**src/rtl/mul_div_pkg.sv**
```systemverilog
// Shared definitions for the iterative multiply/divide unit: operand width,
// op encodings, FSM state type and the iteration count.
package mul_div_pkg;

  localparam int WIDTH      = 32;
  localparam int ITER_COUNT = 32;

  localparam logic [1:0] OP_MULT  = 2'b00;
  localparam logic [1:0] OP_MULTU = 2'b01;
  localparam logic [1:0] OP_DIV   = 2'b10;
  localparam logic [1:0] OP_DIVU  = 2'b11;

  typedef enum logic [1:0] {
    S_IDLE = 2'b00,
    S_PREP = 2'b01,
    S_RUN  = 2'b10,
    S_FIX  = 2'b11
  } state_t;

  // Two's-complement negate when n is set; used for magnitudes and sign fix-up.
  function automatic logic [WIDTH-1:0] neg_if(input logic n, input logic [WIDTH-1:0] v);
    return n ? (~v + 1'b1) : v;
  endfunction

endpackage

```
**src/rtl/mul_div_step.sv**
```systemverilog
// One radix-2 iteration: shift-add for multiply, restoring shift-subtract for
// divide. acc_hi is the partial product / partial remainder, acc_lo the
// multiplier / quotient register.
module mul_div_step
  import mul_div_pkg::*;
(
  input  logic             div_mode,
  input  logic [WIDTH-1:0] acc_hi,
  input  logic [WIDTH-1:0] acc_lo,
  input  logic [WIDTH-1:0] operand,
  output logic [WIDTH-1:0] acc_hi_next,
  output logic [WIDTH-1:0] acc_lo_next
);

  logic [WIDTH:0] sum;
  logic [WIDTH:0] shifted;
  logic           borrow;

  always_comb begin
    sum     = {1'b0, acc_hi} + (acc_lo[0] ? {1'b0, operand} : '0);
    shifted = {acc_hi, acc_lo[WIDTH-1]};
    borrow  = shifted < {1'b0, operand};
    acc_hi_next = '0;
    acc_lo_next = '0;
    if (div_mode) begin
      // The remainder stays below the divisor, so a 32-bit difference is exact.
      acc_hi_next = borrow ? shifted[WIDTH-1:0] : (shifted[WIDTH-1:0] - operand);
      acc_lo_next = {acc_lo[WIDTH-2:0], ~borrow};
    end else begin
      acc_hi_next = sum[WIDTH:1];
      acc_lo_next = {sum[0], acc_lo[WIDTH-1:1]};
    end
  end

endmodule

```
**src/rtl/mul_div_unit.sv**
```systemverilog
// Iterative MULT/MULTU/DIV/DIVU unit with HI/LO registers and MTHI/MTLO writes.
// Handshake: start is taken only in IDLE (busy=0); done pulses one cycle when results land.
module mul_div_unit #(
  parameter int WIDTH = 32
) (
  input  logic             clk,
  input  logic             reset,
  input  logic             start,
  input  logic [1:0]       op,
  input  logic [WIDTH-1:0] srcA,
  input  logic [WIDTH-1:0] srcB,
  input  logic             hiLoWrite,
  input  logic             selHi,
  input  logic [WIDTH-1:0] writeData,
  output logic             busy,
  output logic             done,
  output logic             divByZero,
  output logic [WIDTH-1:0] hi,
  output logic [WIDTH-1:0] lo,
  output logic [1:0]       dbg_state
);
  import mul_div_pkg::state_t;
  import mul_div_pkg::S_IDLE;
  import mul_div_pkg::S_PREP;
  import mul_div_pkg::S_RUN;
  import mul_div_pkg::S_FIX;
  import mul_div_pkg::ITER_COUNT;
  import mul_div_pkg::neg_if;

  state_t           state_q, state_d;
  logic [1:0]       op_q, op_d;
  logic [WIDTH-1:0] a_q, a_d, b_q, b_d;
  logic [WIDTH-1:0] acc_hi_q, acc_hi_d, acc_lo_q, acc_lo_d;
  logic [WIDTH-1:0] hi_q, hi_d, lo_q, lo_d;
  logic [4:0]       cnt_q, cnt_d;
  logic             neg_q, neg_d, rneg_q, rneg_d, zwait_q, zwait_d;
  logic             done_q, done_d, dbz_q, dbz_d;

  logic [WIDTH-1:0]   step_hi, step_lo, a_mag, b_mag;
  logic [2*WIDTH-1:0] prod_fix;
  logic               signed_op, div_op;

  mul_div_step u_step (
    .div_mode    (div_op),
    .acc_hi      (acc_hi_q),
    .acc_lo      (acc_lo_q),
    .operand     (b_q),
    .acc_hi_next (step_hi),
    .acc_lo_next (step_lo)
  );

  always_comb begin
    signed_op = ~op_q[0];
    div_op    = op_q[1];
    a_mag     = neg_if(signed_op & a_q[WIDTH-1], a_q);
    b_mag     = neg_if(signed_op & b_q[WIDTH-1], b_q);
    prod_fix  = neg_q ? (~{acc_hi_q, acc_lo_q} + (2*WIDTH)'(1)) : {acc_hi_q, acc_lo_q};
  end

  always_comb begin
    state_d  = state_q;
    op_d     = op_q;
    a_d      = a_q;
    b_d      = b_q;
    acc_hi_d = acc_hi_q;
    acc_lo_d = acc_lo_q;
    hi_d     = hi_q;
    lo_d     = lo_q;
    cnt_d    = cnt_q;
    neg_d    = neg_q;
    rneg_d   = rneg_q;
    zwait_d  = zwait_q;
    done_d   = 1'b0;
    dbz_d    = 1'b0;
    case (state_q)
      S_IDLE: begin
        if (start) begin
          op_d    = op;
          a_d     = srcA;
          b_d     = srcB;
          zwait_d = 1'b0;
          state_d = S_PREP;
        end else if (hiLoWrite) begin
          if (selHi) hi_d = writeData;
          else       lo_d = writeData;
        end
      end
      S_PREP: begin
        if (div_op && (b_q == '0)) begin
          // Divide by zero spends two cycles in PREP, then completes with HI/LO untouched.
          if (zwait_q) begin
            zwait_d = 1'b0;
            done_d  = 1'b1;
            dbz_d   = 1'b1;
            state_d = S_IDLE;
          end else begin
            zwait_d = 1'b1;
          end
        end else begin
          neg_d    = signed_op & (a_q[WIDTH-1] ^ b_q[WIDTH-1]);
          rneg_d   = signed_op & a_q[WIDTH-1];
          acc_hi_d = '0;
          acc_lo_d = div_op ? a_mag : b_mag;
          b_d      = div_op ? b_mag : a_mag;
          cnt_d    = 5'(ITER_COUNT - 1);
          state_d  = S_RUN;
        end
      end
      S_RUN: begin
        acc_hi_d = step_hi;
        acc_lo_d = step_lo;
        if (cnt_q == '0) state_d = S_FIX;
        else             cnt_d   = cnt_q - 1'b1;
      end
      S_FIX: begin
        if (div_op) begin
          lo_d = neg_if(neg_q, acc_lo_q);
          hi_d = neg_if(rneg_q, acc_hi_q);
        end else begin
          {hi_d, lo_d} = prod_fix;
        end
        done_d  = 1'b1;
        state_d = S_IDLE;
      end
      default: state_d = S_IDLE;
    endcase
  end

  always_ff @(posedge clk or negedge reset) begin
    if (!reset) begin
      state_q  <= S_IDLE;
      op_q     <= '0;
      a_q      <= '0;
      b_q      <= '0;
      acc_hi_q <= '0;
      acc_lo_q <= '0;
      hi_q     <= '0;
      lo_q     <= '0;
      cnt_q    <= '0;
      neg_q    <= 1'b0;
      rneg_q   <= 1'b0;
      zwait_q  <= 1'b0;
      done_q   <= 1'b0;
      dbz_q    <= 1'b0;
    end else begin
      state_q  <= state_d;
      op_q     <= op_d;
      a_q      <= a_d;
      b_q      <= b_d;
      acc_hi_q <= acc_hi_d;
      acc_lo_q <= acc_lo_d;
      hi_q     <= hi_d;
      lo_q     <= lo_d;
      cnt_q    <= cnt_d;
      neg_q    <= neg_d;
      rneg_q   <= rneg_d;
      zwait_q  <= zwait_d;
      done_q   <= done_d;
      dbz_q    <= dbz_d;
    end
  end

  assign busy      = (state_q != S_IDLE);
  assign done      = done_q;
  assign divByZero = dbz_q;
  assign hi        = hi_q;
  assign lo        = lo_q;
  assign dbg_state = state_q;

endmodule
```
**config.mk**
```make
export PLATFORM = sky130hd
export DESIGN_NAME = mul_div_unit
export DESIGN_NICKNAME = d
export VERILOG_FILES = /design/src/rtl/mul_div_pkg.sv /design/src/rtl/mul_div_step.sv /design/src/rtl/mul_div_unit.sv
export SDC_FILE = /design/constraint.sdc
export NUM_CORES = 1
export LEC_CHECK = 0
export CAP_MARGIN = 30
export CORE_MARGIN = 2
export CORE_UTILIZATION = 55
export DETAILED_ROUTE_END_ITERATION = 12
export MAX_ROUTING_LAYER = met4
export PLACE_DENSITY = 0.88
export SYNTH_ARGS = -nofsm -noshare
export SYNTH_HDL_FRONTEND = slang
export SYNTH_HIERARCHICAL = 1
export SYNTH_SLANG_ARGS = --single-unit
```
**constraint.sdc**
```tcl
create_clock -name clk -period 4.8 [get_ports clk]
set_input_delay 0.48 -clock clk [delete_from_list [all_inputs] [get_ports clk]]
set_output_delay 0.48 -clock clk [all_outputs]
set_load 0.01 [all_outputs]
```
==> run summary <==
The synthesized net count is ~2400. CTS placed an instance of sky130_fd_sc_hd__clkbuf_16 at the clock tree root. TritonCTS built the clock tree. The number of setup violations in the final report is 0. The count of nets left with antenna violations once routing finished came out at 0. The critical path startpoint category is a register.

The overall die width is between 150 and 200 µm. The maximum fanout along the worst path came out at 31. The largest net degree at the start of global routing came out at 145. The worst setup path is of the register to register kind. At the pin with the least slew margin, the transition time is 0.977 ns. The synthesized cell area is 18000 µm². The critical path's slowest cell is sky130_fd_sc_hd__dfrtp_1. The number of max-slew violations in the final report came out at 0.

Walking the worst path, the cells encountered are buf_4, and2_1, fa_1, a21oi_2, o21ai_1, o2111a_2, o31ai_4, nor2_1, a41oi_2, o21ai_1, a2111oi_2, o32ai_1, nand2_1, o21ai_0. The global-route congestion overflow total is 0. VDD sags by at most 404 µV.

The via density per instance is 6.59. The run finished with clean final reports. The total clock buffers created by CTS came out at 25. The smallest clock period supported by the final layout is computed as 3.86 ns. The synthesized netlist contains 92 unique library cells. Input and output buffers added on the ports amount to approximately 170. The post-detailed-route wirelength per cell came out at 23.3 µm. The count of unresolved DRC violations after routing is 0. The number of global-route vias before repair came to 18000.

The total core area is 32400 µm². In this run the count of I/O pins placed on the die edge is about 170. The final wirelength is between 60000 and 70000 µm. The share of synthesized area occupied by flip-flops and latches is 0.287. The share of the clock period used by the worst path after layout came out at 0.803. In this run, synthesis produced a sequential element count of just over 200. The post-synthesis average cell area came out at 7.92 µm². The die outline area is around 34000 µm². The final-report hold violation count came out at 0. The post-cts repair resize count came out at 0. Across the routed clock network, the largest skew measured is 0.0165 ns. The data arrival time at the worst-slack endpoint is 4.24 ns.

After clock tree synthesis, the clock-pin slew on the worst setup and hold paths is about 0.070 ns. The post-route setup TNS is 0 ns. Among the stages of the critical path, the cell type that occurs most often is sky130_fd_sc_hd__o21ai_1. The HPWL reported at the end of detailed placement came out at 49400 µm. The layout overhead on the synthesized area is 17.2%. The count of cells in the finished layout, fillers not included, comes to between 2000 and 3000. Across every metal layer, demand over resource in global routing totals 0.394. The post-layout net count came out at 2565. In the synthesized netlist the async set-or-reset flop fraction comes to 1.00. The number of H-tree levels came out at 1.

The relative slew slack is 0.349. The total iterations of the first detailed-routing run came out at 12. In this design, the stage delay of the slowest critical-path cell is between 0.4 and 0.5 ns. The clock net sink count is 206. Counting along the longest clock path gives a buffer depth of 3.

The latest clock arrival within the worst-skew pair is 0.55 ns. The die boundary height came out at 185 µm. The max-cap check violation count is 0. STA classifies the critical path endpoint as a register. The number of design-rule violations left by the first detailed-router iteration is 2620. The wire length of the first global-routing pass is 102000 µm.

The areal power density over the cells came out at 785 nW/µm². Among all flip-flop cells after synthesis, the most frequent one is sky130_fd_sc_hd__dfrtp_1. At the end of routability-driven placement, the weighted congestion stood at 1.05. The number of antenna violations at the first check in global routing was 4. The tightest min-delay check is of the primary input to asynchronous set/reset pin type. The cell count after synthesis came out at 2270. The initial standard-cell utilization of the core is 0.555. Data on the critical path is required at its endpoint by just over 5 ns. Counting tap cells, the placed design contains a total of 2803 instances. The peak clock frequency supported by timing is 259 MHz. The proportion of layout cells with a drive suffix above 1 came out at 0.0930.

The overall via count from detail_route came out at approximately 19000. The leakage power of the design is 0.00895 µW. Setup repair after global routing left no endpoint under its margin. The number of synthesis warnings came out at 6.

The number of core rows came out at 66. The number of flops mapped to enable cells by yosys came out at 0.
sequential cells by signal, indices dropped and copies added (netlist names), named ones only:
signal and flops:
divByZero 1, op_q 2, a_q 32, zwait_q 1, hi 32, cnt_q 5
rneg_q 1, lo 32, done 1, neg_q 1, b_q 32, acc_hi_q 32
dbg_state 1, acc_lo_q 32
cells by family (layout without fill, tap and decap cells):
kind of cell             Yosys count  after routing  synth area share
multiplexers                     140            140            0.0835
flip-flops                       206            206             0.287
AO/OA/AOI/OAI                    671            671             0.244
AND/OR/NAND/NOR                  812            812             0.212
adder cells (fa/ha/maj)           72             72            0.0509
XOR/XNOR                         157            157            0.0765
other                              0              5                 0
buffers and inverters            212            350            0.0458
cells in the final DEF (no fill, tap or decap), types with 11 or more instances in the layout:
| cell type | instances |
|---|---|
| sky130_fd_sc_hd__nor2b_1 | 18 |
| sky130_fd_sc_hd__nand4_1 | 17 |
| sky130_fd_sc_hd__o22ai_1 | 30 |
| sky130_fd_sc_hd__clkbuf_16 | 25 |
| sky130_fd_sc_hd__a22oi_1 | 16 |
| sky130_fd_sc_hd__and2_1 | 40 |
| sky130_fd_sc_hd__nand2b_1 | 19 |
| sky130_fd_sc_hd__nor3_1 | 48 |
| sky130_fd_sc_hd__o21a_1 | 17 |
| sky130_fd_sc_hd__ha_1 | 70 |
| sky130_fd_sc_hd__a31oi_1 | 35 |
| sky130_fd_sc_hd__clkdlybuf4s50_1 | 170 |
| sky130_fd_sc_hd__xor2_1 | 66 |
| sky130_fd_sc_hd__o211ai_1 | 20 |
| sky130_fd_sc_hd__a211oi_1 | 15 |
| sky130_fd_sc_hd__nand2_1 | 367 |
| sky130_fd_sc_hd__o21ai_0 | 182 |
| sky130_fd_sc_hd__buf_4 | 49 |
| sky130_fd_sc_hd__mux2i_1 | 60 |
| sky130_fd_sc_hd__or2_2 | 11 |
| sky130_fd_sc_hd__nor2_1 | 137 |
| sky130_fd_sc_hd__dfrtp_1 | 205 |
| sky130_fd_sc_hd__or3_1 | 22 |
| sky130_fd_sc_hd__xnor2_1 | 91 |
| sky130_fd_sc_hd__o41ai_1 | 24 |
| sky130_fd_sc_hd__nor4_1 | 30 |
| sky130_fd_sc_hd__nand3_1 | 37 |
| sky130_fd_sc_hd__or4_1 | 21 |
| sky130_fd_sc_hd__a21o_1 | 38 |
| sky130_fd_sc_hd__inv_1 | 78 |
| sky130_fd_sc_hd__o31ai_1 | 41 |
| sky130_fd_sc_hd__a21oi_1 | 140 |
| sky130_fd_sc_hd__mux2_2 | 79 |
where the power goes:
group / switching, µW / internal, µW
Sequential: 1390 / 2540
Clock: 800 / 1210
Combinational: 6400 / 4200
Total: 8590 / 7950
metal layers:
metal	vias to the layer above	wire, µm	global-route usage
met2	1198	30000	0.619
met1	8885	26800	0.500
met4	0	3550	0.180
li1	8484	-	-
met5	-	0	-
met3	260	6350	0.0647
stage by stage:
| stage | hold WS [ns] | area [µm²] | util | power (µW) | setup slack (ns) |
|---|---|---|---|---|---|
| 6_report | 0.455 | 21100 | 0.651 | 16500 | 0.945 |
| 2_1_floorplan | 0.184 | 18000 | - | 10400 | 1.43 |
| 3_5_place_dp | 0.503 | 20200 | 0.623 | 14100 | 1.08 |
| 3_3_place_gp | 0.486 | 20100 | 0.622 | 13800 | 1.05 |
| 4_1_cts | 0.453 | 21000 | 0.650 | 16200 | 1.03 |
| 5_1_grt | 0.467 | 21100 | 0.651 | 17500 | 0.729 |
repair_timing:
| action | CTS | global route |
|---|---|---|
| buffers inserted | 0 | 0 |
| setup endpoints to repair | 0 | 0 |
| hold buffers | 1 | 0 |
| hold endpoints to repair | 62 | 0 |
synthesized netlist by cell type (21+ instances only):
master,count,area share
sky130_fd_sc_hd__xnor2_1,91,0.044
sky130_fd_sc_hd__clkbuf_1,111,0.023
sky130_fd_sc_hd__nand3_1,37,0.010
sky130_fd_sc_hd__o31ai_1,41,0.017
sky130_fd_sc_hd__ha_1,70,0.049
sky130_fd_sc_hd__o41ai_1,24,0.012
sky130_fd_sc_hd__mux2_2,79,0.049
sky130_fd_sc_hd__nor2_1,140,0.029
sky130_fd_sc_hd__xor2_1,66,0.032
sky130_fd_sc_hd__a21o_1,38,0.016
sky130_fd_sc_hd__a21oi_1,140,0.039
sky130_fd_sc_hd__mux2i_1,60,0.033
sky130_fd_sc_hd__or4_1,21,0.0088
sky130_fd_sc_hd__o22ai_1,30,0.010
sky130_fd_sc_hd__inv_1,78,0.016
sky130_fd_sc_hd__nor3_1,48,0.013
sky130_fd_sc_hd__or3_1,22,0.0077
sky130_fd_sc_hd__and2_1,41,0.014
sky130_fd_sc_hd__o21ai_0,182,0.051
sky130_fd_sc_hd__nor4_1,30,0.010
sky130_fd_sc_hd__dfrtp_1,206,0.29
sky130_fd_sc_hd__a31oi_1,35,0.012
sky130_fd_sc_hd__nand2_1,368,0.077
worst max-delay path: cells and delay by family, from the launching register on:
kind | cells | cell delay (ns)
adders and majority gates | 1 | 0.46
and+or+nand+nor | 3 | 0.43
AOI/OAI and AO/OA | 9 | 2.03
DFF | 1 | 0.48
buffers and inverters | 1 | 0.29
final cells by class:
type / instances / area, µm²
Antenna cell: 5 / 12.5
Clock buffer: 35 / 723
Clock inverter: 10 / 131
Fill cell: 2787 / 11300
Inverter: 80 / 300
Multi-Input combinational cell: 1852 / 12000
Sequential cell: 206 / 5160
Tap cell: 442 / 553
Timing Repair Buffer: 225 / 2160
worst paths after layout:
kind	cells past startpoint	from	endpoint	slack [ns]
setup / recovery	14	acc_lo_q[0]	acc_hi_q[31]	0.94
hold / removal	2	reset	a_q[27]	0.46
setup reg to reg	14	acc_lo_q[0]	acc_hi_q[31]	0.94
hold reg to reg	2	cnt_q[4]	cnt_q[4]	0.53
max in group asynchronous	3	reset	hi[15]	3.07
min in group clk	3	srcA[24]	a_q[24]	0.46
Power figures use the tool's default switching activity.
